### config.mk
export PLATFORM = sky130hd
export DESIGN_NAME = gat_bram_loader
export DESIGN_NICKNAME = d
export VERILOG_FILES = /design/src/rtl/gat_bram_loader.sv
export SDC_FILE = /design/constraint.sdc
export NUM_CORES = 1
export LEC_CHECK = 0
export CORE_UTILIZATION = 38
export DETAILED_ROUTE_END_ITERATION = 12
export PLACE_DENSITY = 0.66
export SKIP_CTS_REPAIR_TIMING = 1
export SLEW_MARGIN = 30
export SYNTH_ARGS = -nofsm -noshare
export SYNTH_HDL_FRONTEND = slang
export SYNTH_SLANG_ARGS = --single-unit
### constraint.sdc
create_clock -name clk -period 5.1 [get_ports clk]
set_clock_uncertainty 0.05 [all_clocks]
set_input_delay 0.765 -clock clk [delete_from_list [all_inputs] [get_ports clk]]
set_output_delay 0.765 -clock clk [all_outputs]
set_load 0.01 [all_outputs]
### src/rtl/gat_bram_loader.sv
`default_nettype none
// ============================================================================
// Module      : gat_bram_loader
// Description : Unpacks one 32-bit host stream into write transactions for
//               the GAT core's H data, H node-info and weight BRAMs (in that
//               order) and raises a sticky per-region load-done flag.
// Revision    : 1.0 - initial release
// ============================================================================
module gat_bram_loader #(
    parameter int DATA_WIDTH       = 8,
    parameter int H_DATA_WIDTH     = 19,
    parameter int NODE_INFO_WIDTH  = 20,
    parameter int H_DATA_DEPTH     = 242101,
    parameter int NODE_INFO_DEPTH  = 13264,
    parameter int WEIGHT_DEPTH     = 22928,
    parameter int H_DATA_ADDR_W    = $clog2(H_DATA_DEPTH),
    parameter int NODE_INFO_ADDR_W = $clog2(NODE_INFO_DEPTH),
    parameter int WEIGHT_ADDR_W    = $clog2(WEIGHT_DEPTH)
) (
    input  logic                          clk,
    input  logic                          rst_n,
    input  logic                          start,
    input  logic [31:0]                   s_tdata,
    input  logic                          s_tvalid,
    output logic                          s_tready,
    input  logic                          s_tlast,
    output logic [H_DATA_WIDTH-1:0]       h_data_bram_din,
    output logic                          h_data_bram_ena,
    output logic                          h_data_bram_wea,
    output logic [H_DATA_ADDR_W+1:0]      h_data_bram_addra,
    output logic [NODE_INFO_WIDTH-1:0]    h_node_info_bram_din,
    output logic                          h_node_info_bram_ena,
    output logic                          h_node_info_bram_wea,
    output logic [NODE_INFO_ADDR_W+1:0]   h_node_info_bram_addra,
    output logic [DATA_WIDTH-1:0]         wgt_bram_din,
    output logic                          wgt_bram_ena,
    output logic                          wgt_bram_wea,
    output logic [WEIGHT_ADDR_W+1:0]      wgt_bram_addra,
    output logic                          h_data_bram_load_done,
    output logic                          h_node_info_bram_load_done,
    output logic                          wgt_bram_load_done,
    output logic                          busy,
    output logic                          tlast_err
);

    // One shared entry counter, wide enough for the deepest region
    localparam int c_IDX_W_HI = (H_DATA_ADDR_W > NODE_INFO_ADDR_W) ? H_DATA_ADDR_W : NODE_INFO_ADDR_W;
    localparam int c_IDX_W    = (c_IDX_W_HI > WEIGHT_ADDR_W) ? c_IDX_W_HI : WEIGHT_ADDR_W;

    localparam logic [c_IDX_W-1:0] c_H_LAST    = c_IDX_W'(H_DATA_DEPTH - 1);
    localparam logic [c_IDX_W-1:0] c_INFO_LAST = c_IDX_W'(NODE_INFO_DEPTH - 1);
    localparam logic [c_IDX_W-1:0] c_WGT_LAST  = c_IDX_W'(WEIGHT_DEPTH - 1);

    typedef enum logic [2:0] {
        ST_IDLE    = 3'd0,
        ST_LD_H    = 3'd1,
        ST_LD_INFO = 3'd2,
        ST_LD_WGT  = 3'd3,
        ST_DONE    = 3'd4
    } state_t;

    state_t                         r_state;
    logic [c_IDX_W-1:0]             r_idx;

    logic [H_DATA_WIDTH-1:0]        r_h_din;
    logic                           r_h_we;
    logic [H_DATA_ADDR_W+1:0]       r_h_addr;
    logic [NODE_INFO_WIDTH-1:0]     r_info_din;
    logic                           r_info_we;
    logic [NODE_INFO_ADDR_W+1:0]    r_info_addr;
    logic [DATA_WIDTH-1:0]          r_wgt_din;
    logic                           r_wgt_we;
    logic [WEIGHT_ADDR_W+1:0]       r_wgt_addr;

    // Done/error events are staged one cycle so flags trail the write strobe
    logic [2:0]                     r_done_pend;
    logic [2:0]                     r_done;
    logic                           r_err_pend;
    logic                           r_err;

    logic                           w_in_load;
    logic                           w_beat;
    logic                           w_last;
    logic                           w_final;
    logic                           w_unused_tdata;

    // Ready/busy are a decode of the registered state
    assign w_in_load = (r_state == ST_LD_H) || (r_state == ST_LD_INFO) || (r_state == ST_LD_WGT);
    assign w_beat    = s_tvalid & w_in_load;
    assign w_final   = (r_state == ST_LD_WGT) && w_last;

    // Upper stream bits are don't-care for every region
    assign w_unused_tdata = ^s_tdata;

    // Region-end detect against the active region's own depth
    always_comb begin
        w_last = 1'b0;
        case (r_state)
            ST_LD_H:    w_last = (r_idx == c_H_LAST);
            ST_LD_INFO: w_last = (r_idx == c_INFO_LAST);
            ST_LD_WGT:  w_last = (r_idx == c_WGT_LAST);
            default:    w_last = 1'b0;
        endcase
    end

    // Sequencer: state, entry counter, write ports and sticky flags
    always_ff @(posedge clk or negedge rst_n) begin
        if (!rst_n) begin
            r_state     <= ST_IDLE;
            r_idx       <= '0;
            r_h_din     <= '0;
            r_h_we      <= 1'b0;
            r_h_addr    <= '0;
            r_info_din  <= '0;
            r_info_we   <= 1'b0;
            r_info_addr <= '0;
            r_wgt_din   <= '0;
            r_wgt_we    <= 1'b0;
            r_wgt_addr  <= '0;
            r_done_pend <= '0;
            r_done      <= '0;
            r_err_pend  <= 1'b0;
            r_err       <= 1'b0;
        end else begin
            r_h_we      <= 1'b0;
            r_info_we   <= 1'b0;
            r_wgt_we    <= 1'b0;
            r_done      <= r_done | r_done_pend;
            r_err       <= r_err | r_err_pend;
            r_done_pend <= '0;
            r_err_pend  <= 1'b0;

            case (r_state)
                ST_IDLE, ST_DONE: begin
                    if (start) begin
                        r_state    <= ST_LD_H;
                        r_idx      <= '0;
                        r_done     <= '0;
                        r_err      <= 1'b0;
                    end
                end
                ST_LD_H, ST_LD_INFO, ST_LD_WGT: begin
                    if (w_beat) begin
                        // tlast must mark exactly the final weight beat
                        r_err_pend <= s_tlast ^ w_final;
                        r_idx      <= w_last ? '0 : r_idx + 1'b1;
                        if (r_state == ST_LD_H) begin
                            r_h_din  <= s_tdata[H_DATA_WIDTH-1:0];
                            r_h_addr <= {r_idx[H_DATA_ADDR_W-1:0], 2'b00};
                            r_h_we   <= 1'b1;
                            if (w_last) begin
                                r_state        <= ST_LD_INFO;
                                r_done_pend[2] <= 1'b1;
                            end
                        end else if (r_state == ST_LD_INFO) begin
                            r_info_din  <= s_tdata[NODE_INFO_WIDTH-1:0];
                            r_info_addr <= {r_idx[NODE_INFO_ADDR_W-1:0], 2'b00};
                            r_info_we   <= 1'b1;
                            if (w_last) begin
                                r_state        <= ST_LD_WGT;
                                r_done_pend[1] <= 1'b1;
                            end
                        end else begin
                            r_wgt_din  <= s_tdata[DATA_WIDTH-1:0];
                            r_wgt_addr <= {r_idx[WEIGHT_ADDR_W-1:0], 2'b00};
                            r_wgt_we   <= 1'b1;
                            if (w_last) begin
                                r_state        <= ST_DONE;
                                r_done_pend[0] <= 1'b1;
                            end
                        end
                    end
                end
                default: r_state <= ST_IDLE;
            endcase
        end
    end

    assign s_tready                   = w_in_load;
    assign busy                       = w_in_load;
    assign tlast_err                  = r_err;
    assign h_data_bram_din            = r_h_din;
    assign h_data_bram_ena            = r_h_we;
    assign h_data_bram_wea            = r_h_we;
    assign h_data_bram_addra          = r_h_addr;
    assign h_node_info_bram_din       = r_info_din;
    assign h_node_info_bram_ena       = r_info_we;
    assign h_node_info_bram_wea       = r_info_we;
    assign h_node_info_bram_addra     = r_info_addr;
    assign wgt_bram_din               = r_wgt_din;
    assign wgt_bram_ena               = r_wgt_we;
    assign wgt_bram_wea               = r_wgt_we;
    assign wgt_bram_addra             = r_wgt_addr;
    assign h_data_bram_load_done      = r_done[2];
    assign h_node_info_bram_load_done = r_done[1];
    assign wgt_bram_load_done         = r_done[0];

endmodule
`default_nettype wire
==> flow_results.xml <==
<?xml version="1.0" encoding="UTF-8"?>
<metrics>
  <group name="worst_setup_path">
    <metric name="path_class" unit="">reg -&gt; out</metric>
    <metric name="crit_required" unit="ns">4.28</metric>
    <metric name="crit_path_max_fanout" unit="">13</metric>
    <metric name="critical_path.startpoint_type" unit="">flop</metric>
    <metric name="worst_r2r_path_depth" unit="">6</metric>
    <metric name="regToRegSetupSlack" unit="ns">2.56</metric>
    <metric name="critical_path_arrival" unit="ns">2.31</metric>
    <metric name="regToRegEndpoint" unit="">r_idx[16]</metric>
    <metric name="regToRegStartpoint" unit="">r_state[0]</metric>
    <metric name="worst_setup_path_end_kind" unit="">output port</metric>
  </group>
  <group name="floorplanning">
    <metric name="core" unit="sq um">13400</metric>
    <metric name="rows" unit="">42</metric>
    <metric name="fp.dieH" unit="um">120</metric>
    <metric name="die-width" unit="um">120</metric>
    <metric name="die_area" unit="sq um">14400</metric>
    <metric name="io-pin-count" unit="">149</metric>
    <metric name="initial_core_util" unit="%">39.5</metric>
  </group>
  <group name="place">
    <metric name="post_dp_cell_area" unit="sq um">6690</metric>
    <metric name="placement.io_buffers" unit="">130</metric>
    <metric name="gp_routability_congestion" unit="">0.812</metric>
    <metric name="estimated_wirelength_of_the_detail_placed_design" unit="mm">8.10</metric>
  </group>
  <group name="global_route">
    <metric name="grt_usage" unit="%">18.0</metric>
    <metric name="antenna_violations_before_repair" unit="">0</metric>
    <metric name="overflow" unit="">0</metric>
    <metric name="grt_pass1_vias" unit="">3811</metric>
    <metric name="grt_first_pass_wirelength" unit="mm">19.9</metric>
    <metric name="maximum_number_of_pins_on_one_net_before_global_route_repair" unit="">77</metric>
  </group>
  <group name="route">
    <metric name="final_antenna_net_count" unit="">0</metric>
    <metric name="drcViolationCount" unit="">0</metric>
    <metric name="wire_per_inst" unit="um">16.3</metric>
    <metric name="detailroute.via_count" unit="">3741</metric>
    <metric name="drt_first_pass_iters" unit="">4</metric>
    <metric name="finalWirelength" unit="mm">12.2</metric>
    <metric name="drt_first_iter_violations" unit="">207</metric>
    <metric name="route.detailed.vias_per_inst" unit="">4.98</metric>
  </group>
  <group name="job">
    <metric name="cap_viol_max_count" unit="">0</metric>
  </group>
  <group name="sta">
    <metric name="timing.fmax" unit="MHz">320</metric>
    <metric name="totalNegativeSetupSlack" unit="ns">0</metric>
    <metric name="timing_hold_violations_final" unit="">0</metric>
    <metric name="final.min_clock_period" unit="ns">3.13</metric>
    <metric name="final.period_utilization" unit="%">61.3</metric>
    <metric name="report.final.slew_viol_count" unit="">0</metric>
    <metric name="slew-limit-headroom" unit="%">45.0</metric>
    <metric name="final-setup-viol-count" unit="">0</metric>
    <metric name="grt_setup_unrepaired" unit="">false</metric>
    <metric name="worst_max_slew_pin_slew" unit="ns">0.825</metric>
  </group>
  <group name="power">
    <metric name="pwr-share-seq" unit="%">44.9</metric>
    <metric name="combinationalPowerShare" unit="%">13.2</metric>
    <metric name="power-per-cell-area" unit="nW/um^2">363</metric>
    <metric name="total_switching_power" unit="mW">0.658</metric>
    <metric name="p_int" unit="mW">1.97</metric>
    <metric name="sw_frac_of_total" unit="%">25.0</metric>
    <metric name="p_leak" unit="nW">3.23</metric>
    <metric name="p_clk_share" unit="%">41.9</metric>
    <metric name="vdd_ir_drop_max" unit="V">0.000174</metric>
  </group>
  <group name="synthesis">
    <metric name="register_bit_total_from_synthesis" unit="">126</metric>
    <metric name="syn_area" unit="sq um">5300</metric>
    <metric name="synth_top_cells_by_area" unit="">dfrtp_1, mux2_2, nand2_1, mux2_1, buf_4</metric>
    <metric name="synth.avg_cell_area" unit="sq um">12.0</metric>
    <metric name="synth.lib_cells_used.distinct" unit="">50</metric>
    <metric name="synth_seq_area_share" unit="%">59.5</metric>
    <metric name="synth_largest_area_cell" unit="">dfrtp_1</metric>
    <metric name="yosysWarnings" unit="">0</metric>
    <metric name="synthesis.instances" unit="">441</metric>
    <metric name="number_of_enable_flip_flop_cells_after_synthesis" unit="">0</metric>
    <metric name="synthFlopType" unit="">dfrtp_1</metric>
    <metric name="synth_async_sr_flop_share" unit="%">100</metric>
    <metric name="synthDominantCellAreaShare" unit="%">59.5</metric>
  </group>
  <group name="final_layout">
    <metric name="n_antenna_cell" unit="">0</metric>
    <metric name="fin_area" unit="sq um">7240</metric>
    <metric name="utilization" unit="%">54.1</metric>
    <metric name="final_net_count" unit="">601</metric>
    <metric name="area_growth" unit="%">36.8</metric>
    <metric name="final_layout_size_suffix_gt1_share" unit="%">18.8</metric>
  </group>
  <group name="clocking">
    <metric name="clkSlewWorstSetupHoldPaths" unit="ns">0.05</metric>
    <metric name="clk-insertion-delay-late" unit="ns">0.41</metric>
    <metric name="tritoncts.num_buffers" unit="">17</metric>
    <metric name="tritoncts_clock_tree" unit="">done</metric>
    <metric name="cts-root-to-sink-buffers" unit="">2</metric>
    <metric name="h-tree-depth" unit="">4</metric>
    <metric name="numClockSinks" unit="">126</metric>
    <metric name="clk_root_buffer_cell" unit="">clkbuf_16</metric>
  </group>
  <group name="run_status">
    <metric name="run_status" unit="">completed</metric>
  </group>
  <group name="worst_hold_path">
    <metric name="min-delay-path-class" unit="">in -&gt; async</metric>
  </group>
</metrics>
==> sequential cells by signal (all words and copies together) (netlist names) <==
name,cells
h_node_info_bram_din,20
h_data_bram_din,19
h_data_bram_addra,18
r_idx,18
wgt_bram_addra,15
h_node_info_bram_addra,14
wgt_bram_din,8
r_done,3
r_done_pend,3
r_state,3
h_data_bram_ena,1
h_node_info_bram_ena,1
r_err_pend,1
tlast_err,1
wgt_bram_ena,1
==> worst max-delay path, cell delays in order (launching register included) <==
cell and delay (ns):
dfrtp_1 0.61, nor2_1 0.18, nor2_1 0.46, clkdlybuf4s50_1 0.65
==> cells in the final DEF, fill, tap and decap left out, types with 2 or more instances in the layout <==
master,synthesis,layout
a21oi_1,5,5
a21oi_2,10,10
and2_1,2,2
and3_1,4,3
and4_1,2,2
buf_4,12,4
buf_6,1,2
clkbuf_1,18,4
clkbuf_16,0,17
clkbuf_8,0,3
clkdlybuf4s50_1,0,129
clkinv_2,0,5
conb_1,1,6
dfrtp_1,126,126
inv_1,6,6
mux2_1,12,12
mux2_2,60,60
nand2_1,71,71
nand2b_1,4,4
nand3_1,9,9
nand4_1,11,11
nor2_1,20,20
nor2b_1,2,2
nor3_1,7,7
nor4_1,5,5
nor4b_1,3,3
o21a_1,2,2
o21ai_0,3,3
o21ai_1,3,2
xnor2_1,9,9
xor2_1,6,6
==> cell type report <==
class                   count  area (sq um)
multi-input cells         275          1950
clock inverters             7          62.6
clock buffers              24           482
flip-flops and latches    126          3150
repair buffers            135          1340
well taps                 176           220
inverters                   8          30.0
fillers                  1200          6160
==> metal layers <==
layer / wire (um) / GRT usage, %
met3: 533 / 4.37
met5: 0 / 0
met4: 113 / 6.72
met2: 6090 / 28.7
met1: 5470 / 23.7
==> how the worst max path moves through the flow <==
stage	startpoint	end	slack, ns
6_report	r_state[0]	busy	1.97
2_1_floorplan	start	r_idx[10]	2.80
3_5_place_dp	s_tvalid	h_node_info_bram_din[16]	1.94
4_1_cts	r_state[0]	busy	1.98
5_1_grt	r_state[0]	s_tready	1.89
3_3_place_gp	s_tvalid	h_node_info_bram_din[9]	1.99
==> cell usage after synthesis (all sizes together) (2+ instances only) <==
cell and instances:
clkbuf 18, nand2 71, nor2 20, nor4b 3, mux2 72, xnor2 9, nand3 9, and3 4
a21oi 15, nand4 11, o21a 2, and4 2, xor2 6, dfrtp 126, o21ai 6, buf 19
inv 7, and2 2, nand2b 4, nor4 5, nor3 8, nor2b 2
==> kinds of logic (layout without fill, tap and decap cells) <==
group / count (synthesis) / in the layout / synth area share [%]
flip-flops: 126 / 126 / 59.5
other: 1 / 6 / 0.0708
multiplexers: 72 / 72 / 15.3
AO/OA/AOI/OAI: 34 / 34 / 4.96
buffers and inverters: 45 / 174 / 4.23
XOR/XNOR: 15 / 15 / 2.48
AND/OR/NAND/NOR: 147 / 147 / 13.2
adder cells (fa/ha/maj): 1 / 1 / 0.236
==> metrics by stage <==
step	power [mW]	instances	hold slack, ns	worst slack (ns)
after global placement	1.54	719	0.402	1.99
after detailed placement	1.55	719	0.405	1.94
final	2.63	751	0.346	1.97
after global routing	2.75	751	0.383	1.89
after floorplan	1.35	446	0.392	2.80
after CTS	2.66	750	0.419	1.98
==> power by group through the flow <==
stage	clock network, mW	registers (mW)	logic (mW)
2_1_floorplan	0	1.17	0.180
3_3_place_gp	0	1.19	0.342
3_5_place_dp	0	1.20	0.349
4_1_cts	1.13	1.18	0.351
5_1_grt	1.17	1.20	0.380
6_report	1.10	1.18	0.347
No activity file was read; power rests on OpenSTA's default activity.
